**src/rtl/qft_phase_sequencer_pkg.sv**
```systemverilog
// qft_phase_sequencer_pkg: fixed-point widths and angle constants shared by the phase sequencer
`ifndef FIXED_POINT_PARAMS_VH
`define FIXED_POINT_PARAMS_VH
`define TOTAL_WIDTH 8
`define FRAC_WIDTH 4
`endif

package qft_phase_sequencer_pkg;
    localparam int TW = `TOTAL_WIDTH;
    localparam int FW = `FRAC_WIDTH;
    // 2*pi, pi and pi/2 in Q15, rounded to FW fractional bits
    localparam int TWO_PI_I = ((205887 << FW) + 16384) >>> 15;
    localparam int PI_I = ((102944 << FW) + 16384) >>> 15;
    localparam int HALF_PI_I = ((51472 << FW) + 16384) >>> 15;
    localparam logic signed [TW:0] TWO_PI = (TW+1)'(TWO_PI_I);
    localparam logic signed [TW:0] PI = (TW+1)'(PI_I);
    localparam logic signed [TW:0] HALF_PI = (TW+1)'(HALF_PI_I);
endpackage

```
**src/rtl/qft_phase_sequencer_wrap.sv**
```systemverilog
// phase_wrap: single-step fold of a widened angle back into [-2pi, 2pi)
module phase_wrap
    import qft_phase_sequencer_pkg::*;
(
    input  logic signed [TW:0]   v,
    output logic signed [TW-1:0] y
);
    logic signed [TW:0] f;
    always_comb f = (v >= TWO_PI) ? v - TWO_PI : (v < -TWO_PI) ? v + TWO_PI : v;
    assign y = f[TW-1:0];
endmodule

```
**src/rtl/qft_phase_sequencer.sv**
```systemverilog
// qft_phase_sequencer: emits N wrapped phase samples with sine/cosine operands over a valid/ready handshake
module qft_phase_sequencer
    import qft_phase_sequencer_pkg::*;
#(
    parameter int CNT_WIDTH = 8
) (
    input  logic                 clk,
    input  logic                 rst_n,
    input  logic                 start,
    input  logic                 abort,
    input  logic signed [TW-1:0] phase_init,
    input  logic signed [TW-1:0] phase_step,
    input  logic [CNT_WIDTH-1:0] num_samples,
    output logic signed [TW-1:0] x_sin,
    output logic signed [TW-1:0] x_cos,
    output logic [CNT_WIDTH-1:0] idx,
    output logic                 out_valid,
    input  logic                 out_ready,
    output logic                 busy,
    output logic                 done
);
    typedef enum logic [1:0] {IDLE, RUN, DONE} state_t;

    state_t state, nxt;
    logic signed [TW-1:0] acc, step, acc_nx, cos_v;
    logic signed [TW:0] acc_in, cos_in;
    logic [CNT_WIDTH-1:0] n, cnt;
    logic hs, last, take;

    assign out_valid = state == RUN;
    assign busy = state == RUN;
    assign done = state == DONE;
    assign hs = out_valid & out_ready;
    assign last = cnt == n - CNT_WIDTH'(1);
    assign take = (state == IDLE) & start & ~abort;
    assign idx = cnt;

    // one fold serves both the initial load and each step, since they never coincide
    assign acc_in = (state == IDLE) ? {phase_init[TW-1], phase_init} : {acc[TW-1], acc} + {step[TW-1], step};
    assign cos_in = {acc[TW-1], acc} + HALF_PI;

    phase_wrap u_acc_wrap (.v(acc_in), .y(acc_nx));
    phase_wrap u_cos_wrap (.v(cos_in), .y(cos_v));

    // operands read as zero whenever no sample is being presented
    assign x_sin = out_valid ? acc : '0;
    assign x_cos = out_valid ? cos_v : '0;

    always_comb begin
        nxt = state;
        case (state)
            IDLE: nxt = take ? ((num_samples == '0) ? DONE : RUN) : IDLE;
            RUN: nxt = abort ? IDLE : (hs && last) ? DONE : RUN;
            DONE: nxt = IDLE;
            default: nxt = IDLE;
        endcase
    end

    always_ff @(posedge clk or negedge rst_n) begin
        if (!rst_n) begin
            state <= IDLE;
            acc <= '0;
            step <= '0;
            n <= '0;
            cnt <= '0;
        end else begin
            state <= nxt;
            if (take) begin
                acc <= acc_nx;
                step <= phase_step;
                n <= num_samples;
                cnt <= '0;
            end else if (state == RUN && !abort && hs && !last) begin
                acc <= acc_nx;
                cnt <= cnt + CNT_WIDTH'(1);
            end
        end
    end
endmodule

```
**config.mk**
```make
export PLATFORM = sky130hd
export DESIGN_NAME = qft_phase_sequencer
export DESIGN_NICKNAME = d
export VERILOG_FILES = /design/src/rtl/qft_phase_sequencer_pkg.sv /design/src/rtl/qft_phase_sequencer_wrap.sv /design/src/rtl/qft_phase_sequencer.sv
export SDC_FILE = /design/constraint.sdc
export NUM_CORES = 1
export LEC_CHECK = 0
export CORE_MARGIN = 2
export CORE_UTILIZATION = 45
export DETAILED_ROUTE_END_ITERATION = 10
export PLACE_DENSITY = 0.8
export SLEW_MARGIN = 20
export SYNTH_ARGS = -nofsm -noshare
export SYNTH_HDL_FRONTEND = slang
export SYNTH_SLANG_ARGS = --single-unit
```
**constraint.sdc**
```tcl
create_clock -name clk -period 4.77 [get_ports clk]
set_input_delay 0.954 -clock clk [delete_from_list [all_inputs] [get_ports clk]]
set_output_delay 0.954 -clock clk [all_outputs]
set_load 0.005 [all_outputs]
```
==> results of run 1 <==
-- metrics by stage --
stage | area [um2] | setup WS (ns) | instances | power, mW | hold WS (ns)
6_report | 3820 | 0.355 | 481 | 2.29 | 0.527
5_1_grt | 3820 | 0.166 | 481 | 2.46 | 0.540
4_1_cts | 3820 | 0.416 | 481 | 2.27 | 0.528
3_5_place_dp | 3680 | 0.734 | 473 | 1.94 | 0.512
3_3_place_gp | 3680 | 0.853 | 473 | 1.91 | 0.499
2_1_floorplan | 3090 | 1.49 | 352 | 1.57 | 0.485
-- sequential cells by signal, summed over array words and instances (netlist names) --
signal	cells
acc	8
state	2
idx	8
step	8
n	8
-- final cells by class --
cell class / count / area (um2)
Fill cell: 570 / 2900
Multi-Input combinational cell: 290 / 2120
Sequential cell: 34 / 851
Timing Repair Buffer: 57 / 566
Tap cell: 80 / 100
Clock buffer: 5 / 68.8
Clock inverter: 3 / 68.8
Inverter: 12 / 45.0
-- synth_stat cells, types with 4 or more instances --
master / count / area [um2]
or3_1: 5 / 31.3
nand3_1: 5 / 25.0
a31oi_1: 4 / 25.0
xnor2_1: 23 / 201
mux2_2: 15 / 169
a21o_1: 5 / 37.5
buf_2: 6 / 30.0
mux2i_1: 5 / 50.1
o22ai_1: 4 / 25.0
o211ai_1: 5 / 37.5
dfrtp_1: 34 / 851
inv_1: 12 / 45.0
ha_1: 17 / 213
a21oi_1: 24 / 120
nor2_1: 36 / 135
nor3_1: 8 / 40.0
clkbuf_1: 6 / 22.5
nand4_1: 4 / 25.0
and3_1: 8 / 50.1
and2_1: 6 / 37.5
o21ai_0: 12 / 60.1
nand2_1: 24 / 90.1
xor2_1: 11 / 96.3
-- logic make-up (layout without fill, tap and decap cells) --
kind of cell               count (synthesis)  count (layout)  share of synthesized area, %
and+or+nand+nor                          117             117                          20.2
AOI/OAI and AO/OA                         99              99                          23.1
xor gates and xnor gates                  34              34                          9.64
DFF                                       34              34                          27.6
buffers and inverters                     28              77                          4.01
muxes                                     22              22                          7.98
adders and majority gates                 18              18                          7.54
-- cells in the final DEF (no fill, tap or decap), types with 3 or more instances in the layout --
cell type	synthesis	routed
clkdlybuf4s50_1	0	55
nor2_1	36	36
dfrtp_1	34	34
nand2_1	24	24
a21oi_1	24	24
xnor2_1	23	23
ha_1	17	17
mux2_2	15	15
inv_1	12	12
o21ai_0	12	12
xor2_1	11	11
nor3_1	8	8
and3_1	8	8
and2_1	6	6
nand3_1	5	5
mux2i_1	5	5
or3_1	5	5
a21o_1	5	5
o211ai_1	5	5
clkbuf_8	0	5
nand4_1	4	4
o22ai_1	4	4
a31oi_1	4	4
nand2b_1	3	3
nor4_1	3	3
a21oi_2	3	3
a22oi_1	3	3
o21a_1	3	3
o21ai_1	3	3
o31ai_1	3	3
o221a_1	3	3
-- worst max-delay path: cells and delay by family, from the launching register on --
family	cells	cell delay [ns]
adders and majority gates	1	0.40
buffers and inverters	1	0.51
AOI/OAI and AO/OA	3	0.55
DFF	1	0.58
xor gates and xnor gates	2	0.33
and+or+nand+nor	3	0.80
-- where the power goes --
part,internal (mW),leakage (nW),switching (mW)
Clock,0.209,0.0683,0.114
Combinational,0.679,1.03,0.778
Sequential,0.357,0.422,0.154
-- per-layer routing --
metal,global-route usage (%),vias up
met3,3.71,10
met4,6.11,0
met5,0,-
li1,-,1406
met1,27.8,1368
met2,33.2,88
-- path summary, 6_finish.rpt --
check,from,endpoint,slack (ns),cells after the start
setup / recovery,acc[0],x_cos[3],0.36,10
hold / removal,step[7],step[7],0.53,1
setup reg to reg,acc[0],acc[3],1.37,10
hold reg to reg,step[7],step[7],0.53,1
max in group asynchronous,rst_n,n[0],3.38,2
min in group asynchronous,rst_n,n[7],1.07,2
==> run_results.csv, run 1 <==
group,metric,value,unit
run_status,outcome,"finished clean",
logic_synthesis,synth_edf_count,0,
critical_path,crit_path_max_incr_delay,0.58,ns
clocking,clockBufferDepth,2,
sta,final-max-slew-violation-count,0,
critical_path,cpMaxStageDelayCell,"dfrtp_1",
route,top_layer_used,"met4",
route,via_count,2872,
global_routing,grt_max_degree,35,
logic_synthesis,synth_seq_area_share,27.6,%
floorplanning,start_util,46.0,%
logic_synthesis,synth_cell_types,70,
global_routing,grt_pass1_vias,2640,
critical_path,path_cells,"ha_1 > xor2_1 > or4_1 > a22oi_1 > a31oi_1 > nor2_1 > a22oi_1 > xor2_1 > nor2_1 > clkdlybuf4s50_1",
route,wl_met3,410,um
sta,finalSetupTns,0,ns
sta,max_slew_margin,42.2,%
critical_path,critical_path.max_fanout,12,
worst_hold_path,hp-class,"reg -> reg",
critical_path,path_class,"reg -> out",
final_layout,layout.nets,447,
clocking,clkSinkCount,34,
final_layout,drive_gt1_share,10.5,%
floorplanning,coreArea,6720,um2
logic_synthesis,yosysWarnings,0,
clocking,cts-resized-gates,0,
final_layout,area_growth,23.6,%
sta,period_needed,4.41,ns
logic_synthesis,post_synth.cell_area_avg,8.77,um2
route,drt_iter0_markers,171,
clocking,path_clk_slew,0.07,ns
floorplanning,die_w,86.8,um
sta,setup-violations-final,0,
sta,clock_skew,0.00645,ns
route,detail_route.wl_per_cell,16.1,um
logic_synthesis,ys_seq_elements,34,
floorplanning,die_height,86.8,um
route,ant_nets,0,
power,ir_drop,0.269,mV
clocking,cts_tree,"yes",
route,drc_errors,0,
logic_synthesis,syn_nets,399,
route,firstDrtPassIters,4,
route,wl_met2,3750,um
floorplanning,rows,30,
global_routing,antenna_found_initial,0,
critical_path,end_kind,"output pin",
power,power.density,600,nW/um2
placed_design,dp_hpwl,5920,um
global_routing,gr-total-overflow,0,
global_routing,grtUsageTotal,20.5,%
route,vias_per_cell,5.97,
clocking,cts_hold_buffers,0,
clocking,cts-htree-levels,2,
power,power.leakage,1.52,nW
clocking,post_cts_buffers,0,
sta,fmax,227,MHz
sta,worstMarginPinSlew,0.863,ns
clocking,clk_latency,0.29,ns
final_layout,antenna_cells,0,
critical_path,cp.required,3.82,ns
placed_design,port-buffer-count,55,
logic_synthesis,yosys_most_used_dff,"dfrtp_1",
sta,period_share,92.6,%
logic_synthesis,netlist_area,3090,um2
logic_synthesis,synthArstFlopShare,100,%
sta,rsz0062_at_grt,"false",
floorplanning,dieArea,7540,um2
logic_synthesis,syn_inst,352,
floorplanning,io-pin-count,56,
final_layout,utilization,56.8,%
global_routing,grt_first_pass_wirelength,12400,um
job,max_cap_violations,0,
sta,hold_viol,0,
route,m1WireLength,3490,um
route,drt-total-wl,7760,um
clocking,numCtsBuffers,5,
critical_path,arrival,3.46,ns
critical_path,start_kind,"flop",
clocking,ctsRootBufferMaster,"clkbuf_8",
placed_design,place_congestion,0.927,
No activity file was read; power rests on OpenSTA's default activity.
==> inputs of run 2 (changes only) <==
--- a/config.mk
+++ b/config.mk
@@ -8,6 +8,7 @@
 export CORE_MARGIN = 2
 export CORE_UTILIZATION = 45
 export DETAILED_ROUTE_END_ITERATION = 10
+export GPL_ROUTABILITY_DRIVEN = 0
 export PLACE_DENSITY = 0.8
 export SLEW_MARGIN = 20
 export SYNTH_ARGS = -nofsm -noshare
==> run 2 against run 1 <==
  * First-iteration DRC count rose by 13%
  * Final area fell by 0.66%
  * Clock skew fell by 0.0055 ns
  * Sequential power barely moved
  * Clock power fell by 15%
  * Count of clock-buffer cells in the layout rose by 1
  * Sequential share of layout area rose by 0.15 points
  * Combinational power barely moved
  * Wire length fell by 1.7%
  * Hold slack got worse by 0.0032 ns
  * Utilization fell by 0.37 points
  * Worst setup slack got worse by 0.0085 ns
==> run_results.csv, run 2 (synthesis gave the netlist of run 1 again) <==
group,metric,value,unit
run_status,outcome,"finished clean",
sta,finalSetupTns,0,ns
clocking,path_clk_slew,0.07,ns
critical_path,end_kind,"output pin",
global_routing,grt_max_degree,35,
final_layout,layout_common_cells,"clkdlybuf4s50_1 (55), nor2_1 (36), dfrtp_1 (34), nand2_1 (24), a21oi_1 (24)",
power,power.leakage,1.50,nW
final_layout,area_growth,22.8,%
sta,rsz0062_at_grt,"false",
power,internal-power,1.20,mW
route,detail_route.wl_per_cell,15.9,um
power,power_frac_seq,22.9,%
route,firstDrtPassIters,4,
final_layout,seqCellArea,851,um2
power,p_sw_share,46.0,%
clocking,numCtsBuffers,5,
clocking,post_cts_buffers,0,
clocking,cts-htree-levels,2,
floorplanning,dieArea,7540,um2
global_routing,grt_pass1_vias,2592,
sta,period_share,92.7,%
floorplanning,die_height,86.8,um
clocking,clockBufferDepth,2,
global_routing,gr-total-overflow,0,
sta,period_needed,4.42,ns
final_layout,final_common_cell,"clkdlybuf4s50_1",
route,vias_per_cell,5.88,
final_layout,antenna_cells,0,
floorplanning,coreArea,6720,um2
critical_path,cp.required,3.82,ns
floorplanning,start_util,46.0,%
route,drt-total-wl,7630,um
route,drt_iter0_markers,193,
job,max_cap_violations,0,
sta,fmax,226,MHz
route,via_count,2820,
placed_design,port-buffer-count,55,
critical_path,arrival,3.47,ns
sta,setup-violations-final,0,
clocking,cts_tree,"yes",
placed_design,numPlacedInstances,473,
sta,max_slew_margin,43.0,%
sta,hold_viol,0,
power,combPwrFrac,64.7,%
critical_path,start_kind,"flop",
final_layout,drive_gt1_share,10.3,%
power,ir_drop,0.213,mV
power,switchingPower,1.03,mW
floorplanning,io-pin-count,56,
clocking,ctsRootBufferMaster,"clkbuf_8",
sta,worstMarginPinSlew,0.831,ns
worst_hold_path,hp-class,"reg -> reg",
placed_design,dp_hpwl,6010,um
clocking,cts-resized-gates,0,
floorplanning,rows,30,
sta,final-max-slew-violation-count,0,
floorplanning,die_w,86.8,um
global_routing,antenna_found_initial,0,
sta,clock_skew,0.000906,ns
global_routing,grt_first_pass_wirelength,12300,um
critical_path,path_class,"reg -> out",
clocking,cts_hold_buffers,0,
route,ant_nets,0,
final_layout,layoutNonFillerInstCount,480,
final_layout,multi_input_area,2120,um2
power,power.density,588,nW/um2
clocking,clk_latency,0.29,ns
route,drc_errors,0,
final_layout,fill_cells,584,
final_layout,layout.nets,447,
critical_path,critical_path.max_fanout,12,
global_routing,grtUsageTotal,20.4,%
power,p_clk_share,12.4,%
clocking,clkSinkCount,34,
==> run 2: path summary, 6_finish.rpt <==
| check | start | end | slack [ns] | depth (start not counted) |
|---|---|---|---|---|
| worst max-delay path | acc[0] | x_cos[0] | 0.35 | 9 |
| worst min-delay path | step[7] | step[7] | 0.52 | 1 |
| worst max register to register | acc[0] | acc[4] | 1.45 | 10 |
| worst min register to register | step[7] | step[7] | 0.52 | 1 |
| max in group asynchronous | rst_n | idx[7] | 3.39 | 2 |
| min in group asynchronous | rst_n | n[6] | 1.07 | 2 |
==> run 2: per-stage QoR <==
step / total power, mW / util (%) / worst slack, ns / hold WS, ns / area, um2
3_5_place_dp: 1.94 / 54.8 / 0.737 / 0.506 / 3680
6_report: 2.23 / 56.4 / 0.347 / 0.524 / 3790
5_1_grt: 2.41 / 56.4 / 0.136 / 0.546 / 3790
3_3_place_gp: 1.90 / 54.8 / 0.852 / 0.498 / 3680
4_1_cts: 2.22 / 56.4 / 0.400 / 0.522 / 3790
2_1_floorplan: 1.57 / - / 1.49 / 0.485 / 3090
==> run 2: final cells by class <==
type | instances | area share [%]
Multi-Input combinational cell | 290 | 55.9
Tap cell | 80 | 2.64
Timing Repair Buffer | 57 | 14.9
Inverter | 12 | 1.19
Sequential cell | 34 | 22.4
Clock inverter | 1 | 0.792
Clock buffer | 6 | 2.18
==> run 2: metal layers <==
layer / track usage (%) / vias up / share of wire [%]
met2: 32.2 / 81 / 48
met4: 8.81 / 0 / 2.4
met1: 27.5 / 1324 / 45
met3: 3.33 / 18 / 4.9
met5: 0 / - / 0
li1: - / 1397 / -
==> run 2: power groups by stage <==
stage	clock, mW	sequential, mW	combinational (mW)
finish	0.276	0.511	1.44
global route	0.292	0.529	1.58
CTS	0.280	0.510	1.43
detailed placement	0	0.516	1.43
global placement	0	0.507	1.40
floorplan	0	0.425	1.14
==> run 2: critical path, stage by stage (launching register included) <==
cell             delay, ns
dfrtp_1               0.58
inv_1                 0.22
ha_1                  0.38
o21ai_0               0.27
o21ai_0               0.20
a32oi_1               0.27
nand2b_1              0.20
or3_1                 0.38
a21oi_1               0.15
clkdlybuf4s50_1       0.53
